File: config.mk
export PLATFORM = sky130hd
export DESIGN_NAME = io_bcd_hex_driver
export DESIGN_NICKNAME = d
export VERILOG_FILES = /design/src/rtl/io_pkg.sv /design/src/rtl/seg7_decode.sv /design/src/rtl/io_bcd_hex_driver.sv
export SDC_FILE = /design/constraint.sdc
export NUM_CORES = 1
export LEC_CHECK = 0
export BUFFER_PORTS_ARGS = -buffer_cell sky130_fd_sc_hd__buf_2
export CAP_MARGIN = 20
export CORE_ASPECT_RATIO = 1.25
export CORE_MARGIN = 2
export CORE_UTILIZATION = 43
export DETAILED_ROUTE_END_ITERATION = 10
export PLACE_DENSITY_LB_ADDON = 0.12
export SLEW_MARGIN = 20
export SYNTH_ARGS = -nofsm -noshare
export SYNTH_HDL_FRONTEND = slang
export SYNTH_SLANG_ARGS = --single-unit
File: constraint.sdc
create_clock -name clock -period 8.1 [get_ports clock]
set_input_delay 0.405 -clock clock [delete_from_list [all_inputs] [get_ports clock]]
set_output_delay 0.405 -clock clock [all_outputs]
set_load 0.005 [all_outputs]
File: src/rtl/io_pkg.sv
// io_pkg: shared types and constants for the BCD seven-segment output stage.
// Segment patterns are active-low, bit order {g,f,e,d,c,b,a}.
package io_pkg;

    typedef enum logic [1:0] {
        IDLE   = 2'd0,
        SHIFT  = 2'd1,
        UPDATE = 2'd2
    } state_t;

    localparam logic [6:0] SEG_DIGIT [0:9] = '{
        7'h40, 7'h79, 7'h24, 7'h30, 7'h19,
        7'h12, 7'h02, 7'h78, 7'h00, 7'h10
    };
    localparam logic [6:0] SEG_BLANK = 7'h7F;
    localparam logic [6:0] SEG_DASH  = 7'h3F;

    // Largest value six decimal digits can show.
    localparam int IO_MAX_VAL = 999999;

endpackage

File: src/rtl/seg7_decode.sv
// seg7_decode: one BCD digit to active-low seven-segment pattern.
// Non-decimal codes never occur after double-dabble; they decode to blank.
module seg7_decode
    import io_pkg::*;
(
    input  logic [3:0] bcd,
    output logic [6:0] seg
);

    // Table lookup; the default arm covers codes 10..15.
    always_comb begin
        seg = SEG_BLANK;
        case (bcd)
            4'd0: seg = SEG_DIGIT[0];
            4'd1: seg = SEG_DIGIT[1];
            4'd2: seg = SEG_DIGIT[2];
            4'd3: seg = SEG_DIGIT[3];
            4'd4: seg = SEG_DIGIT[4];
            4'd5: seg = SEG_DIGIT[5];
            4'd6: seg = SEG_DIGIT[6];
            4'd7: seg = SEG_DIGIT[7];
            4'd8: seg = SEG_DIGIT[8];
            4'd9: seg = SEG_DIGIT[9];
            default: seg = SEG_BLANK;
        endcase
    end

endmodule

File: src/rtl/io_bcd_hex_driver.sv
// io_bcd_hex_driver: shows a 32-bit output-port value in decimal on six
// seven-segment displays. Binary-to-BCD is a serial double-dabble, one bit
// per clock; a one-deep pending buffer holds the latest write made while a
// conversion is running.
// Optional: define IO_BCD_LEADING_ZERO_BLANK_EN to blank leading zeros.
module io_bcd_hex_driver
    import io_pkg::*;
#(
    parameter int DATA_W     = 20,
    parameter int NUM_DIGITS = 6,
    parameter int MAX_VAL    = IO_MAX_VAL
) (
    input  logic        clock,
    input  logic        reset,
    input  logic        wr_en,
    input  logic [31:0] wr_data,
    output logic        busy,
    output logic        done,
    output logic        ovf,
    output logic [6:0]  hex0,
    output logic [6:0]  hex1,
    output logic [6:0]  hex2,
    output logic [6:0]  hex3,
    output logic [6:0]  hex4,
    output logic [6:0]  hex5
);

    localparam int CNT_W = $clog2(DATA_W + 1);

    state_t                          state, state_nxt;
    logic [CNT_W-1:0]                cnt;
    logic [DATA_W-1:0]               bin;
    logic [NUM_DIGITS-1:0][3:0]      bcd, bcd_adj;
    logic                            ovf_next;
    logic                            pend_vld;
    logic [31:0]                     pend_data;
    logic [NUM_DIGITS-1:0][6:0]      seg_dig, seg_show, hex_q;
    logic                            start;
    logic [31:0]                     start_val;
    logic                            ovf_calc;

    // State register.
    always_ff @(posedge clock or posedge reset) begin
        if (reset) state <= IDLE;
        else       state <= state_nxt;
    end

    // Next state: SHIFT runs exactly DATA_W edges; UPDATE chains straight
    // into the next conversion when a write is waiting or arriving.
    always_comb begin
        state_nxt = state;
        case (state)
            IDLE:    if (wr_en) state_nxt = SHIFT;
            SHIFT:   if (cnt == CNT_W'(1)) state_nxt = UPDATE;
            UPDATE:  state_nxt = (wr_en || pend_vld) ? SHIFT : IDLE;
            default: state_nxt = IDLE;
        endcase
    end

    // A fresh write in the UPDATE cycle is newer than the buffered one.
    assign start     = (state != SHIFT) && (state_nxt == SHIFT);
    assign start_val = (state == UPDATE && !wr_en) ? pend_data : wr_data;
    assign ovf_calc  = ((start_val >> DATA_W) != 32'd0) ||
                       (32'(start_val[DATA_W-1:0]) > 32'(MAX_VAL));
    assign busy      = (state != IDLE);

    // Per-digit add-3 correction and segment decode.
    for (genvar i = 0; i < NUM_DIGITS; i++) begin : g_dig
        assign bcd_adj[i] = (bcd[i] >= 4'd5) ? bcd[i] + 4'd3 : bcd[i];
        seg7_decode u_dec (.bcd(bcd[i]), .seg(seg_dig[i]));
    end

    // Optional leading-zero blanking; hex0 always shows its digit.
    always_comb begin : blank_p
`ifdef IO_BCD_LEADING_ZERO_BLANK_EN
        logic lead;
        lead     = 1'b1;
`endif
        seg_show = seg_dig;
`ifdef IO_BCD_LEADING_ZERO_BLANK_EN
        for (int i = NUM_DIGITS - 1; i > 0; i--) begin
            lead = lead && (bcd[i] == 4'd0);
            if (lead) seg_show[i] = SEG_BLANK;
        end
`endif
    end

    // Conversion datapath, pending buffer and registered display outputs.
    always_ff @(posedge clock or posedge reset) begin
        if (reset) begin
            cnt       <= '0;
            bin       <= '0;
            bcd       <= '0;
            ovf_next  <= 1'b0;
            pend_vld  <= 1'b0;
            pend_data <= '0;
            hex_q     <= {NUM_DIGITS{SEG_DIGIT[0]}};
            ovf       <= 1'b0;
            done      <= 1'b0;
        end else begin
            done <= 1'b0;
            if (start) begin
                bin      <= start_val[DATA_W-1:0];
                bcd      <= '0;
                cnt      <= CNT_W'(DATA_W);
                ovf_next <= ovf_calc;
            end else if (state == SHIFT) begin
                {bcd, bin} <= {bcd_adj, bin} << 1;
                cnt        <= cnt - CNT_W'(1);
            end
            if (state == SHIFT && wr_en) begin
                pend_vld  <= 1'b1;
                pend_data <= wr_data;
            end
            if (state == UPDATE) begin
                hex_q    <= ovf_next ? {NUM_DIGITS{SEG_DASH}} : seg_show;
                ovf      <= ovf_next;
                done     <= 1'b1;
                pend_vld <= 1'b0;
            end
        end
    end

    assign hex0 = hex_q[0];
    assign hex1 = hex_q[1];
    assign hex2 = hex_q[2];
    assign hex3 = hex_q[3];
    assign hex4 = hex_q[4];
    assign hex5 = hex_q[5];

endmodule

Word-level counts from Yosys, hierarchy flattened
Memories as Yosys holds them, arrays and structs flattened.
Cells that the tools add are included.
{"block": "totals", "register_bits": 129, "latchBits": 0, "ramBits": 0, "mem_bits_ro": 672, "input_bits": 35, "out_inout_bits": 45, "word_cells": 77, "n_memories": 6}
{"block": "op_classes", "addsub": 7, "multipliers": 0, "n_div": 0, "order_cmp": 7, "n_eq_ne": 5, "n_shift": 0, "muxes": 21, "bitwise_logic": 0, "reduce_logical": 11}
{"name": "(name not given)", "words": 16, "width": 7, "rd": 1, "rd_clocked_by_memory_dff": 0, "write_ports": 0, "line": "seg7_decode.sv:13", "text": "case (bcd)"}
{"name": "(name not given)", "words": 16, "width": 7, "rd": 1, "rd_clocked_by_memory_dff": 0, "write_ports": 0, "line": "seg7_decode.sv:13"}
{"name": "(name not given)", "words": 16, "width": 7, "rd": 1, "rd_clocked_by_memory_dff": 0, "write_ports": 0, "line": "seg7_decode.sv:13"}
{"name": "(name not given)", "words": 16, "width": 7, "rd": 1, "rd_clocked_by_memory_dff": 0, "write_ports": 0, "line": "seg7_decode.sv:13"}
{"name": "(name not given)", "words": 16, "width": 7, "rd": 1, "rd_clocked_by_memory_dff": 0, "write_ports": 0, "line": "seg7_decode.sv:13"}
{"name": "(name not given)", "words": 16, "width": 7, "rd": 1, "rd_clocked_by_memory_dff": 0, "write_ports": 0, "line": "seg7_decode.sv:13"}
{"cell": "$mux W24", "n": 2}
{"cell": "$mux W42", "n": 1}
{"cell": "$mux W20", "n": 2}
{"cell": "$mux W32", "n": 1}
{"cell": "$reduce_bool A32 Y1", "n": 1}
{"cell": "$ge A4 B3 Y1 const B", "n": 6}
{"cell": "$add A4 B2 Y4 const B", "n": 5}
{"cell": "$gt A20 B20 Y1 const B", "n": 1}
{"cell": "$mux W4", "n": 5}
{"cell": "$mux W5", "n": 2}
{"cell": "$pmux W2 S3", "n": 1}
{"cell": "$reduce_bool A2 Y1", "n": 3}
{"cell": "$eq A5 B1 Y1 const B", "n": 1}
{"cell": "$sub A5 B1 Y5 const B", "n": 1}
{"cell": "$eq A2 B1 Y1 const B", "n": 2}
{"cell": "$mux W1", "n": 4}
{"cell": "$mux W2", "n": 2}
{"cell": "$add A3 B2 Y3 const B", "n": 1}
{"cell": "$logic_and A1 B1 Y1", "n": 3}
{"cell": "$mux W3", "n": 1}
{"cell": "$eq A2 B2 Y1 const B", "n": 1}
{"cell": "$logic_not A2 Y1", "n": 1}
{"cell": "$logic_or A1 B1 Y1", "n": 2}
{"cell": "$ne A2 B1 Y1 const B", "n": 1}
{"cell": "$logic_not A1 Y1", "n": 1}

Depth between registers and ports, before layout
Gate-level depths: netlist of the first run.
{"block": "depth", "depth_word": 6, "mapped_depth": 7}

By module
Synthesis of the first run repeated with hierarchy kept, for this count alone.
{"block": "unflattened", "hier_cells": 786, "hier_area_um2": 7160.6}
{"mod": "io_bcd_hex_driver", "n_inst": 1, "cells_each": 588, "area_per_inst_um2": 5899.4, "seq_area_each_um2": 3235.6}
{"mod": "seg7_decode", "n_inst": 6, "cells_each": 33, "area_per_inst_um2": 210.2, "seq_area_each_um2": 0.0}

Least setup slack after synthesis of the first run
Ideal clock, no wire load.
{"block": "synth_timing", "path_kind": "flip-flop to flip-flop", "start": "register bcd[5] (netlist bit)", "end": "register bcd[7] (netlist bit)", "setup_time_ns": 0.083, "arrival_time_ns": 1.532, "t_required_ns": 8.017, "path_slack_ns": 6.485, "path_stages_with_launch": 8, "synth_period_minus_slack_ns": 1.615, "cell_sequence": "dfrtp_1 > inv_1 > ha_1 > nand2b_1 > a21oi_1 > o21ai_0 > nor2b_1 > o22ai_1"}
{"block": "synth_via", "elab_chain_cells": 4, "elab_cells_between_ends": 5, "cone_classes": "add/sub (1); order compare (1); mux (3)"}
{"element": "start: declaration", "line": "io_bcd_hex_driver.sv:33", "text": "logic [NUM_DIGITS-1:0][3:0] bcd, bcd_adj;"}
{"element": "start signal: assignment", "line": "io_bcd_hex_driver.sv:108", "text": "{bcd, bin} <= {bcd_adj, bin} << 1;"}
{"element": "$add A4 B2 Y4 / $ge A4 B3 Y1 (equally long branches)", "line": "io_bcd_hex_driver.sv:69", "text": "assign bcd_adj[i] = (bcd[i] >= 4'd5) ? bcd[i] + 4'd3 : bcd[i];"}
{"element": "$mux W4 *", "line": "io_bcd_hex_driver.sv:69"}
{"element": "$mux W24 *", "line": "io_bcd_hex_driver.sv:107", "text": "end else if (state == SHIFT) begin"}
{"element": "$mux W24 *", "line": "io_bcd_hex_driver.sv:102", "text": "if (start) begin"}
Mark *: on every way between the ends. The rest lies on a longest branch, timed or not. The select of a mux whose other input is x is not followed.
A chain may end at the register's enable or synchronous reset.

Final worst setup path of the first run
{"block": "layout_timing", "start": "register state[0]", "end": "register hex_q (netlist bit hex1[0])"}
{"block": "layout_via", "elab_chain_cells": 1}
{"element": "start: declaration", "line": "io_bcd_hex_driver.sv:30", "text": "state_t state, state_nxt;"}
{"element": "start signal: assignment", "line": "io_bcd_hex_driver.sv:45", "text": "else state <= state_nxt;"}
{"element": "$eq A2 B2 Y1", "line": "io_bcd_hex_driver.sv:115", "text": "if (state == UPDATE) begin"}
{"element": "end signal: assignment", "line": "io_bcd_hex_driver.sv:97", "text": "hex_q <= {NUM_DIGITS{SEG_DIGIT[0]}};"}
{"element": "end signal: assignment", "line": "io_bcd_hex_driver.sv:116", "text": "hex_q <= ovf_next ? {NUM_DIGITS{SEG_DASH}} : seg_show;"}
{"element": "end: declaration", "line": "io_bcd_hex_driver.sv:37", "text": "logic [NUM_DIGITS-1:0][6:0] seg_dig, seg_show, hex_q;"}
Every way passes these cells.

==> impl_metrics.sql, run 1 <==
INSERT INTO impl_metrics (metric_group, metric, value, unit) VALUES
('power_and_ir_drop', 'power.clock.fraction', '32.8', '%'),
('global_route', 'grt_util_met1', '23.3', '%'),
('routing', 'ant_nets', '0', ''),
('routing', 'route.detailed.wl_per_inst', '14.9', 'um'),
('final_layout', 'fin_nets', '812', ''),
('power_and_ir_drop', 'power', '2.75', 'mW'),
('setup_path', 'crit_path_start', 'state[0]', ''),
('timing', 'setup_total_negative_slack', '0', 'ns'),
('floorplanning', 'design.die.area', '16700', 'um^2'),
('floorplanning', 'core', '15500', 'um^2'),
('hold_path', 'timing.hold.worst.class', 'in -> async', ''),
('clock_tree', 'cts-resized-gates', '0', ''),
('run_status', 'run_status', 'complete, no violations', ''),
('setup_path', 'timing.critical_path.to_type', 'register', ''),
('routing', 'drt_wl_total', '14.5', 'mm'),
('timing', 'finalWorstPathRequiredPeriod', '2.19', 'ns'),
('setup_path', 'r2r.worst_path.cells', '5', ''),
('power_and_ir_drop', 'internal_power', '1.85', 'mW'),
('yosys', 'post-synth-top-count-cell', 'sky130_fd_sc_hd__dfrtp_1', ''),
('power_and_ir_drop', 'ir_drop', '0.000115', 'V'),
('global_route', 'first_global_vias', '5081', ''),
('clock_tree', 'cts_max_level', '4', ''),
('yosys', 'synth.top_cells.by_area', 'sky130_fd_sc_hd__dfrtp_1, sky130_fd_sc_hd__mux2_4, sky130_fd_sc_hd__ha_1', ''),
('clock_tree', 'hold_bufs_inserted_after_cts', '0', ''),
('timing', 'holdWs', '0.0754', 'ns'),
('floorplanning', 'io_pins', '80', ''),
('power_and_ir_drop', 'power.share.sequential', '37.1', '%'),
('final_layout', 'finalInstanceArea', '7990', 'um^2'),
('run', 'reported_max_cap_violation_count', '0', ''),
('timing', 'timing.fmax', '456', 'MHz'),
('floorplanning', 'placementRows', '51', ''),
('global_route', 'grt_first_pass_wirelength', '24.5', 'mm'),
('setup_path', 'rr_endpoint', 'hex1[0]', ''),
('global_route', 'globalRouteTotalUtil', '18.7', '%'),
('final_layout', 'final_core_utilization', '51.5', '%'),
('placement', 'place_ws', '5.85', 'ns'),
('routing', 'vias_per_cell', '5.22', ''),
('floorplanning', 'die-height', '144', 'um'),
('routing', 'drt_pre_antenna_iters', '6', ''),
('timing', 'worst_pin_slew', '0.747', 'ns'),
('floorplanning', 'initial_standard_cell_utilization_of_the_core', '43.6', '%'),
('global_route', 'groute.layer.met2.usage', '31.7', '%'),
('timing', 'rsz_0062_raised_after_global_routing', 'false', ''),
('yosys', 'yosys.area.top_type', 'sky130_fd_sc_hd__dfrtp_1', ''),
('yosys', 'synth_top_area_share', '45.6', '%'),
('yosys', 'yosys_warnings', '0', ''),
('clock_tree', 'clock-root-buffer', 'sky130_fd_sc_hd__clkbuf_16', ''),
('placement', 'place_inst', '938', ''),
('yosys', 'syn-instance-count', '679', ''),
('global_route', 'pin_count_of_the_biggest_net_entering_global_routing', '83', ''),
('timing', 'timing.max_slew.rel_slack', '50.2', '%'),
('global_route', 'antenna_found_initial', '0', ''),
('power_and_ir_drop', 'comb_power_share', '30.1', '%'),
('timing', 'timing.final.ws_setup', '5.91', 'ns'),
('routing', 'dr_total_vias', '5061', ''),
('clock_tree', 'ctsLongestPathBuffers', '2', ''),
('timing', 'report.final.setup_viol', '0', ''),
('setup_path', 'timing.critical_path.to', 'hex1[0]', ''),
('timing', 'timing.final.max_slew_violations', '0', ''),
('yosys', 'seq_area_frac_synth', '47.9', '%'),
('timing', 'fin_crit_sh', '27.1', '%'),
('yosys', 'synth_cell_type_count', '51', ''),
('yosys', 'synth_async_sr_flop_share', '100', '%'),
('timing', 'fin_skew', '0.00667', 'ns'),
('final_layout', 'fillCellCount', '1443', ''),
('routing', 'remaining_drc_errors', '0', ''),
('routing', 'detailedRoute.firstIterationViolations', '264', ''),
('setup_path', 'setup.reg_to_reg.worst_slack', '5.91', 'ns'),
('yosys', 'synth_ff_type', 'sky130_fd_sc_hd__dfrtp_1', ''),
('placement', 'place_area', '7280', 'um^2'),
('clock_tree', 'cts_inserted_buffers', '17', '');
critical path: stages, from the launching register on:
cell and delay (ns):
sky130_fd_sc_hd__dfrtp_1 0.46, sky130_fd_sc_hd__nand2b_1 0.36, sky130_fd_sc_hd__inv_2 0.65, sky130_fd_sc_hd__nand2b_2 0.23
sky130_fd_sc_hd__nor2_1 0.25, sky130_fd_sc_hd__o21ai_0 0.12
worst min path at each step:
| stage | start | endpoint | slack [ns] | cells past startpoint |
|---|---|---|---|---|
| 3_5_place_dp | bin[19] | bcd[0] | 0.47 | 2 |
| 2_1_floorplan | pend_vld | pend_vld | 0.45 | 2 |
| 4_1_cts | reset | hex0[1] | 0.09 | 2 |
| 6_report | reset | hex5[2] | 0.08 | 2 |
| 3_3_place_gp | hex1[6] | hex1[6] | 0.47 | 2 |
| 5_1_grt | reset | hex0[2] | 0.12 | 2 |
power groups by stage:
stage | combinational (mW) | sequential [mW] | clock, mW
after floorplan | 0.641 | 0.953 | 0
after global placement | 0.822 | 1.02 | 0
after detailed placement | 0.832 | 1.03 | 0
after CTS | 0.838 | 1.02 | 0.921
after global routing | 0.962 | 1.05 | 0.953
final | 0.827 | 1.02 | 0.901
placed cells by master, fill, tap and decap left out, types with 5 or more instances in the layout:
cell type	n
sky130_fd_sc_hd__inv_1	29
sky130_fd_sc_hd__dfstp_2	6
sky130_fd_sc_hd__bufinv_16	7
sky130_fd_sc_hd__a22oi_1	22
sky130_fd_sc_hd__nand2_1	54
sky130_fd_sc_hd__nor2_1	61
sky130_fd_sc_hd__o31ai_1	9
sky130_fd_sc_hd__o21ai_0	49
sky130_fd_sc_hd__buf_4	6
sky130_fd_sc_hd__buf_2	79
sky130_fd_sc_hd__a21o_1	5
sky130_fd_sc_hd__dfrtp_1	123
sky130_fd_sc_hd__mux2i_1	21
sky130_fd_sc_hd__o21a_1	5
sky130_fd_sc_hd__o21ai_1	22
sky130_fd_sc_hd__a21oi_1	65
sky130_fd_sc_hd__ha_1	32
sky130_fd_sc_hd__nand2b_1	23
sky130_fd_sc_hd__mux2_4	29
sky130_fd_sc_hd__nand3_1	14
sky130_fd_sc_hd__o22ai_1	11
sky130_fd_sc_hd__xnor2_1	8
sky130_fd_sc_hd__nor4_1	6
sky130_fd_sc_hd__clkbuf_16	17
final cells by class:
class / count / area [um^2] / share of cell area (%)
Clock buffer: 21 / 470 / 5.89
Clock inverter: 11 / 230 / 2.88
Inverter: 31 / 119 / 1.49
Multi-Input combinational cell: 480 / 3210 / 40.2
Sequential cell: 129 / 3240 / 40.5
Tap cell: 212 / 265 / 3.32
Timing Repair Buffer: 86 / 452 / 5.66
cell families after synthesis:
| group | share of synthesized area [%] |
|---|---|
| compound gates | 17.7 |
| xor+xnor | 1.17 |
| fa+ha+maj | 5.93 |
| buf+inv | 4.58 |
| flops | 47.9 |
| mux | 10.1 |
| simple gates | 12.6 |
routing by layer:
layer  up-vias  wire length [um]
li1       2521                 -
met1      2437              6500
met2        83              7260
met3        20               461
met4         0               255
met5         -                 0
registers in the layout, indices dropped and copies added (netlist names):
register   cells
ovf            1
hex2           7
cnt            5
hex3           7
hex5           7
state          2
done           1
hex1           7
hex4           7
bin           20
pend_vld       1
ovf_next       1
pend_data     32
bcd           24
hex0           7
(Power assumes the default switching activity.)
==> run 2, diff against run 1 <==
==> constraint.sdc (replaced) <==
create_clock -name clock -period 2.25 [get_ports clock]
set_input_delay 0.1125 -clock clock [delete_from_list [all_inputs] [get_ports clock]]
set_output_delay 0.1125 -clock clock [all_outputs]
set_load 0.005 [all_outputs]
==> impl_metrics.sql, run 2 (synthesized netlist as in run 1, its figures left out) <==
INSERT INTO impl_metrics (metric_group, metric, value, unit) VALUES
('global_route', 'antenna_found_initial', '0', ''),
('setup_path', 'critical_path_required', '2.59', 'ns'),
('clock_tree', 'cts_inserted_buffers', '17', ''),
('clock_tree', 'cts_tree', 'built', ''),
('placement', 'port_buffers', '79', ''),
('setup_path', 'timing.critical_path.to_type', 'register', ''),
('timing', 'timing.fmax', '536', 'MHz'),
('floorplanning', 'die-height', '144', 'um'),
('clock_tree', 'post_cts_buffers', '0', ''),
('floorplanning', 'design.die.area', '16700', 'um^2'),
('final_layout', 'biggestRegsByFlops', 'pend_data: 32 flops, bcd: 24 flops, bin: 20 flops', ''),
('clock_tree', 'ctsLongestPathBuffers', '2', ''),
('placement', 'dp_hpwl', '10.4', 'mm'),
('final_layout', 'top_library_cells_by_usage_in_the_layout_fill_and_taps_aside', 'sky130_fd_sc_hd__dfrtp_1, sky130_fd_sc_hd__buf_2, sky130_fd_sc_hd__a21oi_1', ''),
('placement', 'gpl.final_weighted_congestion', '0.879', ''),
('clock_tree', 'clock-root-buffer', 'sky130_fd_sc_hd__clkbuf_16', ''),
('clock_tree', 'hold_bufs_inserted_after_cts', '33', ''),
('timing', 'rsz_0062_raised_after_global_routing', 'false', ''),
('routing', 'remaining_drc_errors', '0', ''),
('clock_tree', 'cts_sinks', '129', ''),
('floorplanning', 'fp.dieW', '116', 'um'),
('floorplanning', 'io_pins', '80', ''),
('setup_path', 'critPathLaunchType', 'register', ''),
('setup_path', 'cp_class', 'reg -> reg', ''),
('power_and_ir_drop', 'leakagePower', '3.67', 'nW'),
('final_layout', 'antennaDiodeCount', '0', ''),
('timing', 'setup_total_negative_slack', '0', 'ns'),
('routing', 'ant_nets', '0', ''),
('final_layout', 'layout.cells.most_common', 'sky130_fd_sc_hd__dfrtp_1', ''),
('routing', 'drt_pre_antenna_iters', '4', ''),
('routing', 'vias_per_cell', '5.20', ''),
('floorplanning', 'placementRows', '51', ''),
('setup_path', 'setup.reg_to_reg.worst_slack', '0.38', 'ns'),
('timing', 'worst_pin_slew', '0.626', 'ns'),
('clock_tree', 'cts_max_level', '4', ''),
('routing', 'route.detailed.wl_per_inst', '14.8', 'um'),
('routing', 'detailedRoute.firstIterationViolations', '245', ''),
('global_route', 'grt_remaining_overflow', '0', ''),
('setup_path', 'cp_data_arrival_time', '2.20', 'ns'),
('timing', 'timing.max_slew.rel_slack', '58.2', '%'),
('floorplanning', 'initial_standard_cell_utilization_of_the_core', '43.6', '%'),
('routing', 'dr_total_vias', '5280', ''),
('final_layout', 'largest_register_ffs', '32', ''),
('timing', 'timing.final.max_slew_violations', '0', ''),
('global_route', 'globalRouteTotalUtil', '19.3', '%'),
('final_layout', 'fin_nets', '858', ''),
('timing', 'hold_violations', '0', ''),
('timing', 'fin_crit_sh', '83.0', '%'),
('routing', 'drt_wl_total', '15.0', 'mm'),
('timing', 'report.final.setup_viol', '0', ''),
('clock_tree', 'cts-resized-gates', '0', ''),
('timing', 'finalWorstPathRequiredPeriod', '1.87', 'ns'),
('final_layout', 'drive_gt1_share', '21.3', '%'),
('hold_path', 'timing.hold.worst.class', 'in -> reg', ''),
('clock_tree', 'path_clk_slew', '0.06', 'ns'),
('floorplanning', 'core', '15500', 'um^2'),
('run_status', 'run_status', 'complete, no violations', ''),
('final_layout', 'largest_register', 'pend_data', ''),
('power_and_ir_drop', 'power-per-cell-area', '1130', 'nW/um^2'),
('global_route', 'grt_first_pass_wirelength', '25.4', 'mm'),
('power_and_ir_drop', 'ir_drop', '0.000566', 'V'),
('setup_path', 'worst-path-max-fanout', '8', ''),
('timing', 'fin_skew', '0.00842', 'ns'),
('final_layout', 'final_core_utilization', '53.7', '%'),
('final_layout', 'areaGrowthSynthToFinish', '23.2', '%'),
('global_route', 'pin_count_of_the_biggest_net_entering_global_routing', '63', ''),
('run', 'reported_max_cap_violation_count', '0', ''),
('clock_tree', 'clkLatencyLatePin', '0.42', 'ns'),
('global_route', 'first_global_vias', '5259', '');
## run 2: routing by layer
layer | part of all wire, % | GRT usage (%) | vias up
li1 | - | - | 2621
met1 | 45 | 23.9 | 2555
met2 | 51 | 33.2 | 89
met3 | 3.1 | 3.86 | 15
met4 | 1.5 | 6.89 | 0
met5 | 0 | 0 | -
## run 2: per-stage QoR
step	instances	cell area [um^2]	setup WS, ns	hold WS, ns	power [mW]
3_5_place_dp	951	7420	0.412	0.205	6.71
4_1_cts	1016	8320	0.379	0.229	9.47
5_1_grt	1016	8320	0.166	0.250	10.2
3_3_place_gp	951	7420	0.509	0.184	6.61
6_report	1016	8320	0.384	0.246	9.36
2_1_floorplan	679	6760	0.547	0.261	5.74
## run 2: critical path, stage by stage (launching register included)
cell	delay, ns
sky130_fd_sc_hd__dfrtp_1	0.49
sky130_fd_sc_hd__inv_1	0.14
sky130_fd_sc_hd__ha_1	0.22
sky130_fd_sc_hd__nand2b_1	0.15
sky130_fd_sc_hd__a21oi_1	0.34
sky130_fd_sc_hd__o21ai_0	0.17
sky130_fd_sc_hd__nor2b_1	0.16
sky130_fd_sc_hd__o22ai_1	0.12
## run 2: final timing paths
| check | end | from | cells after the start |
|---|---|---|---|
| setup reg to reg | bcd[7] | bcd[5] | 7 |
| hold reg to reg | hex3[6] | hex3[6] | 2 |
| hold / removal | bin[15] | wr_en | 4 |
| max in group asynchronous | bin[2] | reset | 4 |
| min in group asynchronous | pend_data[24] | reset | 3 |
| setup / recovery | bcd[7] | bcd[5] | 7 |
## run 2: layout make-up
class                           count  area, um^2
Clock inverter                      5        77.6
Timing Repair Buffer              132         913
Multi-Input combinational cell    480        3210
Tap cell                          212         265
Fill cell                        1416        7190
Clock buffer                       27         493
Sequential cell                   129        3240
Inverter                           31         120
## run 2: where the power goes
group	switching, mW	internal (mW)	total [mW]	leakage, nW
clock network	0.953	1.72	2.67	0.276
registers	0.685	2.97	3.65	1.49
logic	1.57	1.47	3.04	1.90
==> run 3, diff against run 2 <==
==> constraint.sdc (replaced) <==
create_clock -name clock -period 1.71 [get_ports clock]
set_input_delay 0.0855 -clock clock [delete_from_list [all_inputs] [get_ports clock]]
set_output_delay 0.0855 -clock clock [all_outputs]
set_load 0.005 [all_outputs]
==> impl_metrics.sql, run 3 (synthesized netlist as in run 1, its figures left out) <==
INSERT INTO impl_metrics (metric_group, metric, value, unit) VALUES
('clock_tree', 'cts_tree', 'built', ''),
('setup_path', 'rr_startpoint', 'bcd[16]', ''),
('floorplanning', 'die-height', '144', 'um'),
('floorplanning', 'core', '15500', 'um^2'),
('global_route', 'antenna_found_initial', '0', ''),
('setup_path', 'cp_common_cell', 'sky130_fd_sc_hd__ha_1', ''),
('timing', 'fin_crit_sh', '93.6', '%'),
('timing', 'finalWorstPathRequiredPeriod', '1.60', 'ns'),
('timing', 'worst_pin_slew', '0.447', 'ns'),
('global_route', 'globalRouteTotalUtil', '19.7', '%'),
('placement', 'place_ws', '0.0875', 'ns'),
('timing', 'timing.fmax', '625', 'MHz'),
('final_layout', 'layout.cells.most_common', 'sky130_fd_sc_hd__dfrtp_1', ''),
('run', 'reported_max_cap_violation_count', '0', ''),
('global_route', 'first_global_vias', '5424', ''),
('global_route', 'grt_remaining_overflow', '0', ''),
('power_and_ir_drop', 'ir_drop', '0.000671', 'V'),
('setup_path', 'cp_class', 'reg -> reg', ''),
('timing', 'timing.final.ws_setup', '0.110', 'ns'),
('setup_path', 'critical_path_required', '2.01', 'ns'),
('clock_tree', 'clock-root-buffer', 'sky130_fd_sc_hd__clkbuf_16', ''),
('setup_path', 'worst-path-max-fanout', '6', ''),
('timing', 'timing.final.max_slew_violations', '0', ''),
('final_layout', 'largest_register', 'pend_data', ''),
('global_route', 'pin_count_of_the_biggest_net_entering_global_routing', '67', ''),
('final_layout', 'largest_register_ffs', '32', ''),
('timing', 'timing.max_slew.rel_slack', '70.2', '%'),
('power_and_ir_drop', 'leakagePower', '3.79', 'nW'),
('floorplanning', 'placementRows', '51', ''),
('power_and_ir_drop', 'comb_power_share', '34.7', '%'),
('setup_path', 'timing.critical_path.slowest_stage_cell', 'sky130_fd_sc_hd__dfrtp_1', ''),
('clock_tree', 'cts_max_level', '4', ''),
('power_and_ir_drop', 'power.clock.fraction', '30.3', '%'),
('clock_tree', 'ctsLongestPathBuffers', '2', ''),
('timing', 'hold_violations', '0', ''),
('setup_path', 'cp_data_arrival_time', '1.90', 'ns'),
('routing', 'detailedRoute.firstIterationViolations', '272', ''),
('floorplanning', 'io_pins', '80', ''),
('placement', 'port_buffers', '79', ''),
('routing', 'drt_wl_total', '15.3', 'mm'),
('power_and_ir_drop', 'p_sw', '4.44', 'mW'),
('setup_path', 'cpLargestDelayFamily', 'adder cells', ''),
('timing', 'fin_skew', '0.0131', 'ns'),
('final_layout', 'final_core_utilization', '55.3', '%'),
('floorplanning', 'fp.dieW', '116', 'um'),
('routing', 'ant_nets', '0', ''),
('routing', 'route.detailed.wl_per_inst', '14.8', 'um'),
('final_layout', 'fin_nets', '872', ''),
('power_and_ir_drop', 'power-per-cell-area', '1530', 'nW/um^2'),
('routing', 'remaining_drc_errors', '0', ''),
('final_layout', 'drive_gt1_share', '24.3', '%'),
('floorplanning', 'design.die.area', '16700', 'um^2'),
('hold_path', 'timing.hold.worst.start', 'wr_en', ''),
('global_route', 'grt_first_pass_wirelength', '26.0', 'mm'),
('hold_path', 'timing.hold.worst.class', 'in -> reg', ''),
('final_layout', 'antennaDiodeCount', '0', ''),
('run_status', 'run_status', 'complete, no violations', ''),
('setup_path', 'timing.critical_path.to_type', 'register', ''),
('placement', 'gpl.final_weighted_congestion', '0.916', ''),
('routing', 'vias_per_cell', '5.18', ''),
('setup_path', 'timing.critical_path.slowest_cell_delay', '0.42', 'ns'),
('clock_tree', 'path_clk_slew', '0.06', 'ns'),
('power_and_ir_drop', 'internal_power', '8.71', 'mW'),
('clock_tree', 'cts_inserted_buffers', '17', ''),
('power_and_ir_drop', 'power.share.sequential', '35.0', '%'),
('power_and_ir_drop', 'sw_frac_of_total', '33.8', '%'),
('routing', 'drt_pre_antenna_iters', '4', ''),
('timing', 'holdWs', '0.0565', 'ns'),
('setup_path', 'critical_path_cell_by_cell', 'inv_1 -> ha_1 -> ha_1 -> o21bai_1 -> a22oi_1 -> o21ai_0', ''),
('final_layout', 'top_library_cells_by_usage_in_the_layout_fill_and_taps_aside', 'sky130_fd_sc_hd__dfrtp_1, sky130_fd_sc_hd__buf_2, sky130_fd_sc_hd__nor2_1', ''),
('setup_path', 'critical_path.n_buffers_inverters', '1', ''),
('floorplanning', 'initial_standard_cell_utilization_of_the_core', '43.6', '%'),
('timing', 'report.final.setup_viol', '0', ''),
('clock_tree', 'cts_sinks', '129', ''),
('timing', 'setup_total_negative_slack', '0', 'ns'),
('setup_path', 'crit_path_start', 'bcd[16]', ''),
('placement', 'dp_hpwl', '10.5', 'mm'),
('power_and_ir_drop', 'power', '13.1', 'mW'),
('routing', 'dr_total_vias', '5334', ''),
('final_layout', 'biggestRegsByFlops', 'pend_data: 32 flops, bcd: 24 flops, bin: 20 flops', ''),
('setup_path', 'critPathLaunchType', 'register', ''),
('clock_tree', 'clkLatencyLatePin', '0.42', 'ns'),
('final_layout', 'areaGrowthSynthToFinish', '27.0', '%');
## run 3: worst register-to-register path, stage by stage, from the launching register on
cell,delay (ns)
sky130_fd_sc_hd__dfrtp_1,0.42
sky130_fd_sc_hd__inv_1,0.11
sky130_fd_sc_hd__ha_1,0.26
sky130_fd_sc_hd__ha_1,0.31
sky130_fd_sc_hd__o21bai_1,0.16
sky130_fd_sc_hd__a22oi_1,0.14
sky130_fd_sc_hd__o21ai_0,0.09
## run 3: final timing paths
kind | end | slack, ns | depth (start not counted)
min in group asynchronous | pend_data[22] | 0.17 | 3
max in group asynchronous | bcd[4] | 0.88 | 4
setup reg to reg | bcd[19] | 0.11 | 6
hold / removal | pend_vld | 0.06 | 3
hold reg to reg | hex3[6] | 0.48 | 2
setup / recovery | bcd[19] | 0.11 | 6
## run 3: layer usage
| layer | up-vias | GRT usage (%) | share of wire, % |
|---|---|---|---|
| met5 | - | 0 | 0 |
| met4 | 0 | 8.02 | 2.2 |
| met3 | 25 | 3.52 | 2.9 |
| met2 | 82 | 33.4 | 50 |
| met1 | 2576 | 24.7 | 45 |
| li1 | 2651 | - | - |
## run 3: repair_timing
item | in CTS | in global routing
resized for setup | 0 | 10
hold buffers | 33 | 0
setup buffers | 0 | 1
setup endpoints to repair | 0 | 13
hold endpoints to repair | 106 | 0
## run 3: power groups by stage
stage,sequential (mW),clock (mW),combinational [mW]
3_3_place_gp,4.60,0,4.39
5_1_grt,4.74,4.21,5.27
2_1_floorplan,4.51,0,3.04
4_1_cts,4.58,4.09,4.55
3_5_place_dp,4.63,0,4.46
6_report,4.60,3.99,4.56
## run 3: final cells by class
cell class | instances | area, um^2
clock buffers | 19 | 443
flip-flops and latches | 129 | 3240
fillers | 1406 | 6930
repair buffers | 146 | 1070
inverters | 31 | 120
well taps | 212 | 265
clock inverters | 13 | 209
multi-input cells | 480 | 3230
## run 3: metrics by stage
| stage | instance area, um^2 | cells |
|---|---|---|
| 2_1_floorplan | 6760 | 679 |
| 3_3_place_gp | 7570 | 964 |
| 3_5_place_dp | 7570 | 964 |
| 4_1_cts | 8550 | 1029 |
| 5_1_grt | 8580 | 1030 |
| 6_report | 8580 | 1030 |
